===== src/rtl/uart_tx_fifo.sv =====
// ============================================================================
// Module   : uart_tx_fifo
// Purpose  : Byte FIFO feeding an 8N1 UART transmitter with a registered line.
// Revision : 1.0
// ============================================================================
`default_nettype none

module uart_tx_fifo #(
    parameter int CLK_DIV = 354,
    parameter int DEPTH   = 8
) (
    input  logic                     IO_CLK,
    input  logic                     IO_RST_N,
    input  logic                     wr_valid_i,
    input  logic [7:0]               wr_data_i,
    output logic                     wr_ready_o,
    output logic                     tx_o,
    output logic                     busy_o,
    output logic [$clog2(DEPTH):0]   level_o
);

    localparam int              AW            = $clog2(DEPTH);
    localparam logic [1:0]      S_IDLE        = 2'd0;
    localparam logic [1:0]      S_START       = 2'd1;
    localparam logic [1:0]      S_DATA        = 2'd2;
    localparam logic [1:0]      S_STOP        = 2'd3;
    localparam logic [15:0]     C_BAUD_RELOAD = 16'(CLK_DIV - 1);
    localparam logic [AW:0]     C_FULL        = (AW + 1)'(DEPTH);

    logic [7:0]    mem_q [DEPTH];
    logic [AW-1:0] wr_ptr_q, wr_ptr_d;
    logic [AW-1:0] rd_ptr_q, rd_ptr_d;
    logic [AW:0]   level_q, level_d;
    logic [1:0]    state_q, state_d;
    logic [15:0]   baud_q, baud_d;
    logic [2:0]    bit_q, bit_d;
    logic [7:0]    shift_q, shift_d;
    logic          tx_q, tx_d;
    logic          push, pop, bit_end;

    assign wr_ready_o = (level_q != C_FULL);
    assign push       = wr_valid_i && wr_ready_o;
    assign bit_end    = (baud_q == 16'd0);
    // A pop only happens from IDLE or at the very end of a stop bit.
    assign pop        = (level_q != '0) &&
                        ((state_q == S_IDLE) || ((state_q == S_STOP) && bit_end));

    assign tx_o    = tx_q;
    assign level_o = level_q;
    assign busy_o  = (state_q != S_IDLE) || (level_q != '0);

    always_ff @(posedge IO_CLK or negedge IO_RST_N) begin
        if (!IO_RST_N) begin
            state_q  <= S_IDLE;
            wr_ptr_q <= '0;
            rd_ptr_q <= '0;
            level_q  <= '0;
            baud_q   <= '0;
            bit_q    <= '0;
            shift_q  <= '0;
            tx_q     <= 1'b1;
        end else begin
            state_q  <= state_d;
            wr_ptr_q <= wr_ptr_d;
            rd_ptr_q <= rd_ptr_d;
            level_q  <= level_d;
            baud_q   <= baud_d;
            bit_q    <= bit_d;
            shift_q  <= shift_d;
            tx_q     <= tx_d;
        end
    end

    always_ff @(posedge IO_CLK) begin
        if (push) begin
            mem_q[wr_ptr_q] <= wr_data_i;
        end
    end

    always_comb begin
        wr_ptr_d = push ? wr_ptr_q + 1'b1 : wr_ptr_q;
        rd_ptr_d = pop  ? rd_ptr_q + 1'b1 : rd_ptr_q;
        level_d  = level_q + (AW + 1)'(push) - (AW + 1)'(pop);
    end

    always_comb begin
        state_d = state_q;
        case (state_q)
            S_IDLE:  if (pop)                     state_d = S_START;
            S_START: if (bit_end)                 state_d = S_DATA;
            S_DATA:  if (bit_end && bit_q == 3'd7) state_d = S_STOP;
            S_STOP:  if (bit_end)                 state_d = pop ? S_START : S_IDLE;
            default:                              state_d = S_IDLE;
        endcase
    end

    always_comb begin
        baud_d  = baud_q;
        bit_d   = bit_q;
        shift_d = shift_q;
        tx_d    = tx_q;
        case (state_q)
            S_IDLE: begin
                tx_d = 1'b1;
                if (pop) begin
                    shift_d = mem_q[rd_ptr_q];
                    baud_d  = C_BAUD_RELOAD;
                    tx_d    = 1'b0;
                end
            end
            S_START: begin
                baud_d = bit_end ? C_BAUD_RELOAD : baud_q - 16'd1;
                if (bit_end) begin
                    bit_d = 3'd0;
                    tx_d  = shift_q[0];
                end
            end
            S_DATA: begin
                baud_d = bit_end ? C_BAUD_RELOAD : baud_q - 16'd1;
                if (bit_end) begin
                    if (bit_q == 3'd7) begin
                        tx_d = 1'b1;
                    end else begin
                        // Next bit is driven directly from the pre-shift value.
                        shift_d = {1'b0, shift_q[7:1]};
                        bit_d   = bit_q + 3'd1;
                        tx_d    = shift_q[1];
                    end
                end
            end
            S_STOP: begin
                baud_d = bit_end ? C_BAUD_RELOAD : baud_q - 16'd1;
                if (bit_end) begin
                    if (pop) begin
                        shift_d = mem_q[rd_ptr_q];
                        tx_d    = 1'b0;
                    end else begin
                        tx_d    = 1'b1;
                    end
                end
            end
            default: tx_d = 1'b1;
        endcase
    end

endmodule

`default_nettype wire


===== config.mk =====
export PLATFORM = sky130hd
export DESIGN_NAME = uart_tx_fifo
export DESIGN_NICKNAME = d
export VERILOG_FILES = /design/src/rtl/uart_tx_fifo.sv
export SDC_FILE = /design/constraint.sdc
export NUM_CORES = 1
export LEC_CHECK = 0
export ABC_AREA = 1
export BUFFER_PORTS_ARGS = -buffer_cell sky130_fd_sc_hd__buf_2
export CORE_MARGIN = 4
export CORE_UTILIZATION = 61
export DETAILED_ROUTE_END_ITERATION = 7
export PLACE_DENSITY = 0.79
export SETUP_SLACK_MARGIN = 0.1
export SLEW_MARGIN = 15
export SYNTH_ARGS = -nofsm -noshare
export SYNTH_HDL_FRONTEND = slang
export SYNTH_SLANG_ARGS = --single-unit

===== constraint.sdc =====
create_clock -name IO_CLK -period 3.1 [get_ports IO_CLK]
set_input_delay 0.62 -clock IO_CLK [delete_from_list [all_inputs] [get_ports IO_CLK]]
set_output_delay 0.62 -clock IO_CLK [all_outputs]
set_load 0.02 [all_outputs]

---- Word level (Yosys, flattened, before mapping) ----
Memories as Yosys holds them, arrays and structs flattened.
Index checks and enable logic that the tools add are counted.
operators by class
  muxes and demuxes ....................... 26
  reductions and logical operators ........ 17
  add/sub/neg operators ................... 6
  equality and inequality tests ........... 11
operator list
  operator                                            number
  two-way mux 16 bit                                  2
  two-way mux 8 bit                                   4
  case mux 16 bit (2 select lines)                    1
  case mux 8 bit (3 select lines)                     1
  logical NOT 16 bit                                  1
  subtractor 16 x 1 -> 16 bit, second input constant  1
  != test 2 bit, second input constant                6
  AND reduction 4 bit                                 3
  adder 3 x 1 -> 3 bit, second input constant         3
  two-way mux 3 bit                                   3
  two-way mux 1 bit                                   8
  two-way mux 2 bit                                   4
  case mux 2 bit (4 select lines)                     1
  case mux 3 bit (2 select lines)                     1
  adder 4 x 1 -> 4 bit                                1
  == test 2 bit, second input constant                2
  logical AND 1 bit                                   4
  != test 4 bit, second input constant                1
  case mux 1 bit (4 select lines)                     1
  nonzero test 2 bit                                  2
  nonzero test 4 bit                                  1
  subtractor 4 x 1 -> 4 bit                           1
  == test 3 bit, second input constant                1
  AND reduction 3 bit                                 1
  other kinds (5)                                     6
word-level totals
  bits in writable memories ............... 64
  bits in registers ....................... 40
  memories kept ........................... 1
  input bits .............................. 11
  output and inout bits ................... 7
memories
  name   depth  bits a word  read ports  clocked after Yosys merged registers in  write ports  line  text
  mem_q  8      8            1           0                                        1            30    logic [7:0] mem_q [DEPTH];

---- Longest topological paths before layout ----
  word-level depth ........................ 7
  depth in mapped cells ................... 14

---- Worst setup path after synthesis ----
No wires, ideal clock.
  path kind ............................... register to register
  start point ............................. reg level_q[2], in the netlist level_o[2]
  end point ............................... reg level_q[2], in the netlist level_o[2]
  period minus slack after synthesis ...... 2.315 ns
  setup slack ............................. 0.785 ns
  data arrival time ....................... 2.192 ns
  required time ........................... 2.977 ns
  cell stages (with the launch flop) ...... 14
  buffers on the path ..................... 0
  cell sequence ........................... dfrtp_1 inv_1 ha_1 nand2_1 inv_1 a21oi_1 nand2_4 inv_2 ha_1 inv_1 ha_1 inv_1 fa_1 xnor2_1
on the way
  cells in the longest elaborated chain, start to end .. 4
ends and longest elaborated chain
  what                           line  text
  from (decl)                    33    logic [AW:0] level_q, level_d;
  from (signal assigned)         66    level_q <= level_d;
  != test 4 bit                  41    assign wr_ready_o = (level_q != C_FULL);
  logical AND 1 bit              42    assign push = wr_valid_i && wr_ready_o;
  adder 4 x 1 -> 4 bit           83    level_d = level_q + (AW + 1)'(push) - (AW + 1)'(pop);
  subtractor 4 x 1 -> 4 bit (*)  83
  via level_d[2]                 33
The timed path passes the listed nets; every way through them passes the cells marked *.
A chain may end at the register's enable or synchronous reset.

---- Worst setup path in the final report ----
  start point ............................. reg state_q[1]
  end point ............................... out busy_o
on the way
  cells in the longest elaborated chain, start to end .. 2
ends and longest elaborated chain
  what                    line  text
  from (decl)             34    logic [1:0] state_q, state_d;
  from (signal assigned)  63    state_q <= state_d;
  nonzero test 2 bit      50    assign busy_o = (state_q != S_IDLE) || (level_q != '0);
  logical OR 1 bit        50
  to (decl)               18    output logic busy_o,
Every way passes these cells.

==> results_dict.tcl <==
set metrics [dict create \
    ys_seq_area_frac 0.595 \
    hold_viol 0 \
    startpoint_type "flop" \
    syn_to_final_growth_pct 8.41 \
    drt.antenna.violating_nets 0 \
    yosysMostFrequentCell "nand2_1" \
    final.fill_count 589 \
    cts_tree "yes" \
    synth_xor_area_frac 0.0143 \
    cts_sinks 104 \
    cts_setup_buffers 0 \
    gp_congestion 0.781 \
    yosys.area.top_type "edfxtp_1" \
    wl_per_cell_microns 14.9 \
    clk_pin_slew_ps 100 \
    max-cap-violations 0 \
    maxClockFrequency_mhz 373 \
    start_util 0.632 \
    tightest_slew_ps 914 \
    drive_gt1_frac 0.124 \
    vias 3462 \
    grt_pass1_vias 3420 \
    clkLatencyLatePin_ps 370 \
    die_area_sq_mm 0.00955 \
    synth_fa_ha_area_frac 0.0448 \
    cp.required_ps 2480 \
    n_antenna_cell 0 \
    peakVddDrop_v 0.000385 \
    fin_crit_sh 0.865 \
    die_x_microns 97.7 \
    skew_ps 15.7 \
    fin_setup_tns_ps 0 \
    worst_slack_ps 418 \
    syn-cell-area_sq_mm 0.00491 \
    detail_route.vias_per_cell 5.44 \
    min_period_ps 2680 \
    rows 32 \
    synth_top_family_by_area "simple AND/OR/NAND/NOR gates" \
    hold_buffers 0 \
    clockRootBuffer "clkbuf_8" \
    drtIter0Drc 178 \
    crit_arrival_ps 2060 \
    antenna_found_initial 0 \
    cts.repair.resized 0 \
    yosys_register_bits 104 \
    coreArea_sq_mm 0.00777 \
    synth_compound_area_frac 0.0497 \
    p_leak_uw 0.00229 \
    slew_headroom 0.390 \
    syn_area_per_cell_sq_um 9.75 \
    drc 0 \
    yosys.area_share.simple 0.250 \
    dpl_worst_slack_ps 542 \
    layout.nets 557 \
    ioPinCount 18 \
    htree_levels 3 \
    powerDensity_mw_per_mm2 568 \
    dr.pass1.iters 5 \
    yosysUniqueCellTypes 32 \
    ys.flop_type "edfxtp_1" \
    critPathCaptureType "output pin" \
    synthCells 504 \
    grt_pass1_wl_microns 16000 \
    regArea_sq_mm 0.00292 \
    yosys-top-cells-count "nand2_1 (150), nand3_1 (65), edfxtp_1 (64)" \
    async_flop_share 0.385 \
    io_buffers 17 \
    yosys_warnings 0 \
    crit_type "flop to output pin" \
    yosys-top-cells-area "edfxtp_1 (39%), dfrtp_1 (20%), nand2_1 (11%), nand3_1 (6.6%), ha_1 (4.1%)" \
    synthMuxAreaShare 0 \
    yosysTopAreaCellShare 0.391 \
    hp-class "input pin to async pin" \
    grt_start_max_net_pins 41 \
    drt-total-wl_microns 9500 \
    synthesis.nets 532 \
    rsz0062_at_grt "no" \
    setup_viol 0 \
    numCtsBuffers 9 \
    cp_max_fo 13 \
    clk_path_buf_depth 2 \
    synth_enable_flop_cells 64 \
    post-route-util 0.686 \
    status "finished clean" \
    overflow 0 \
    multiInputGateArea_sq_mm 0.00176 \
    track_usage 0.209 \
    die_y_microns 97.7 \
    hpwl_microns 6470 \
    slew_violations 0 \
]
[cell usage in the layout (no fill, tap or decap), types with 3 or more instances in the layout]
| cell | instances |
|---|---|
| nor2_4 | 4 |
| o21ai_0 | 26 |
| a21oi_1 | 10 |
| ha_1 | 16 |
| nand2_1 | 150 |
| nand2_4 | 4 |
| buf_2 | 17 |
| inv_1 | 36 |
| or2_2 | 4 |
| nor2_1 | 37 |
| inv_6 | 3 |
| xor2_1 | 5 |
| nor2_2 | 4 |
| o21ai_1 | 3 |
| dfrtp_1 | 39 |
| o22ai_1 | 4 |
| clkbuf_8 | 9 |
| buf_4 | 12 |
| xnor2_1 | 3 |
| nand3_1 | 65 |
| edfxtp_1 | 64 |
[cells by family after synthesis]
group / after synthesis
buffers and inverters: 55
and+or+nand+nor: 274
xor gates and xnor gates: 8
DFF: 104
adders and majority gates: 17
AOI/OAI and AO/OA: 46
[through the flow]
| stage | cells | total power (uW) | area, sq um | hold slack [ps] |
|---|---|---|---|---|
| 2_1_floorplan | 504 | 2070 | 4910 | 324 |
| 3_3_place_gp | 620 | 2230 | 5140 | 455 |
| 3_5_place_dp | 620 | 2260 | 5140 | 459 |
| 4_1_cts | 636 | 3060 | 5330 | 402 |
| 5_1_grt | 636 | 3200 | 5330 | 442 |
| 6_report | 636 | 3030 | 5330 | 369 |
[layer usage]
layer  track usage  up-vias  wire, microns
li1              -     1719              -
met1         0.245     1631           3750
met2         0.376       95           5070
met3        0.0421       17            490
met4        0.0809        0            185
met5             0        -              0
[final cells by class]
type | count | share of cell area
sequential | 104 | 0.549
inverter | 40 | 0.0282
tap | 102 | 0.0240
multi-input combinational | 345 | 0.331
clock buffer | 10 | 0.0240
timing repair buffer | 29 | 0.0329
clock inverter | 6 | 0.0108
[power by group]
| group | internal (uW) | switching (uW) |
|---|---|---|
| logic | 182 | 323 |
| clock network | 314 | 488 |
| registers | 1650 | 66.5 |
| total | 2150 | 877 |
[critical path: stages (launching register included)]
cell and delay [ps]:
dfrtp_1 420, inv_1 130, ha_1 160, inv_1 90, nor2_2 350, inv_1 300, buf_2 240
[flip-flops by register name, summed over array words and instances, names as in the netlist]
name      flops
baud_q       16
shift_q       8
tx_o          1
level_o       4
state_q       2
wr_ptr_q      3
mem_q        64
bit_q         3
rd_ptr_q      3
[final timing paths]
path                                  from    endpoint  slack (ps)  cells past startpoint
worst max register to register   baud_q[0]  level_o[1]         520                     14
worst max-delay path            state_q[1]      busy_o         420                      6
min in group IO_CLK             shift_q[3]  shift_q[3]         480                      2
max in group asynchronous         IO_RST_N  level_o[2]        2140                      1
worst min-delay path              IO_RST_N  baud_q[15]         370                      1
worst min register to register  shift_q[3]  shift_q[3]         480                      2
Power figures use the tool's default switching activity.
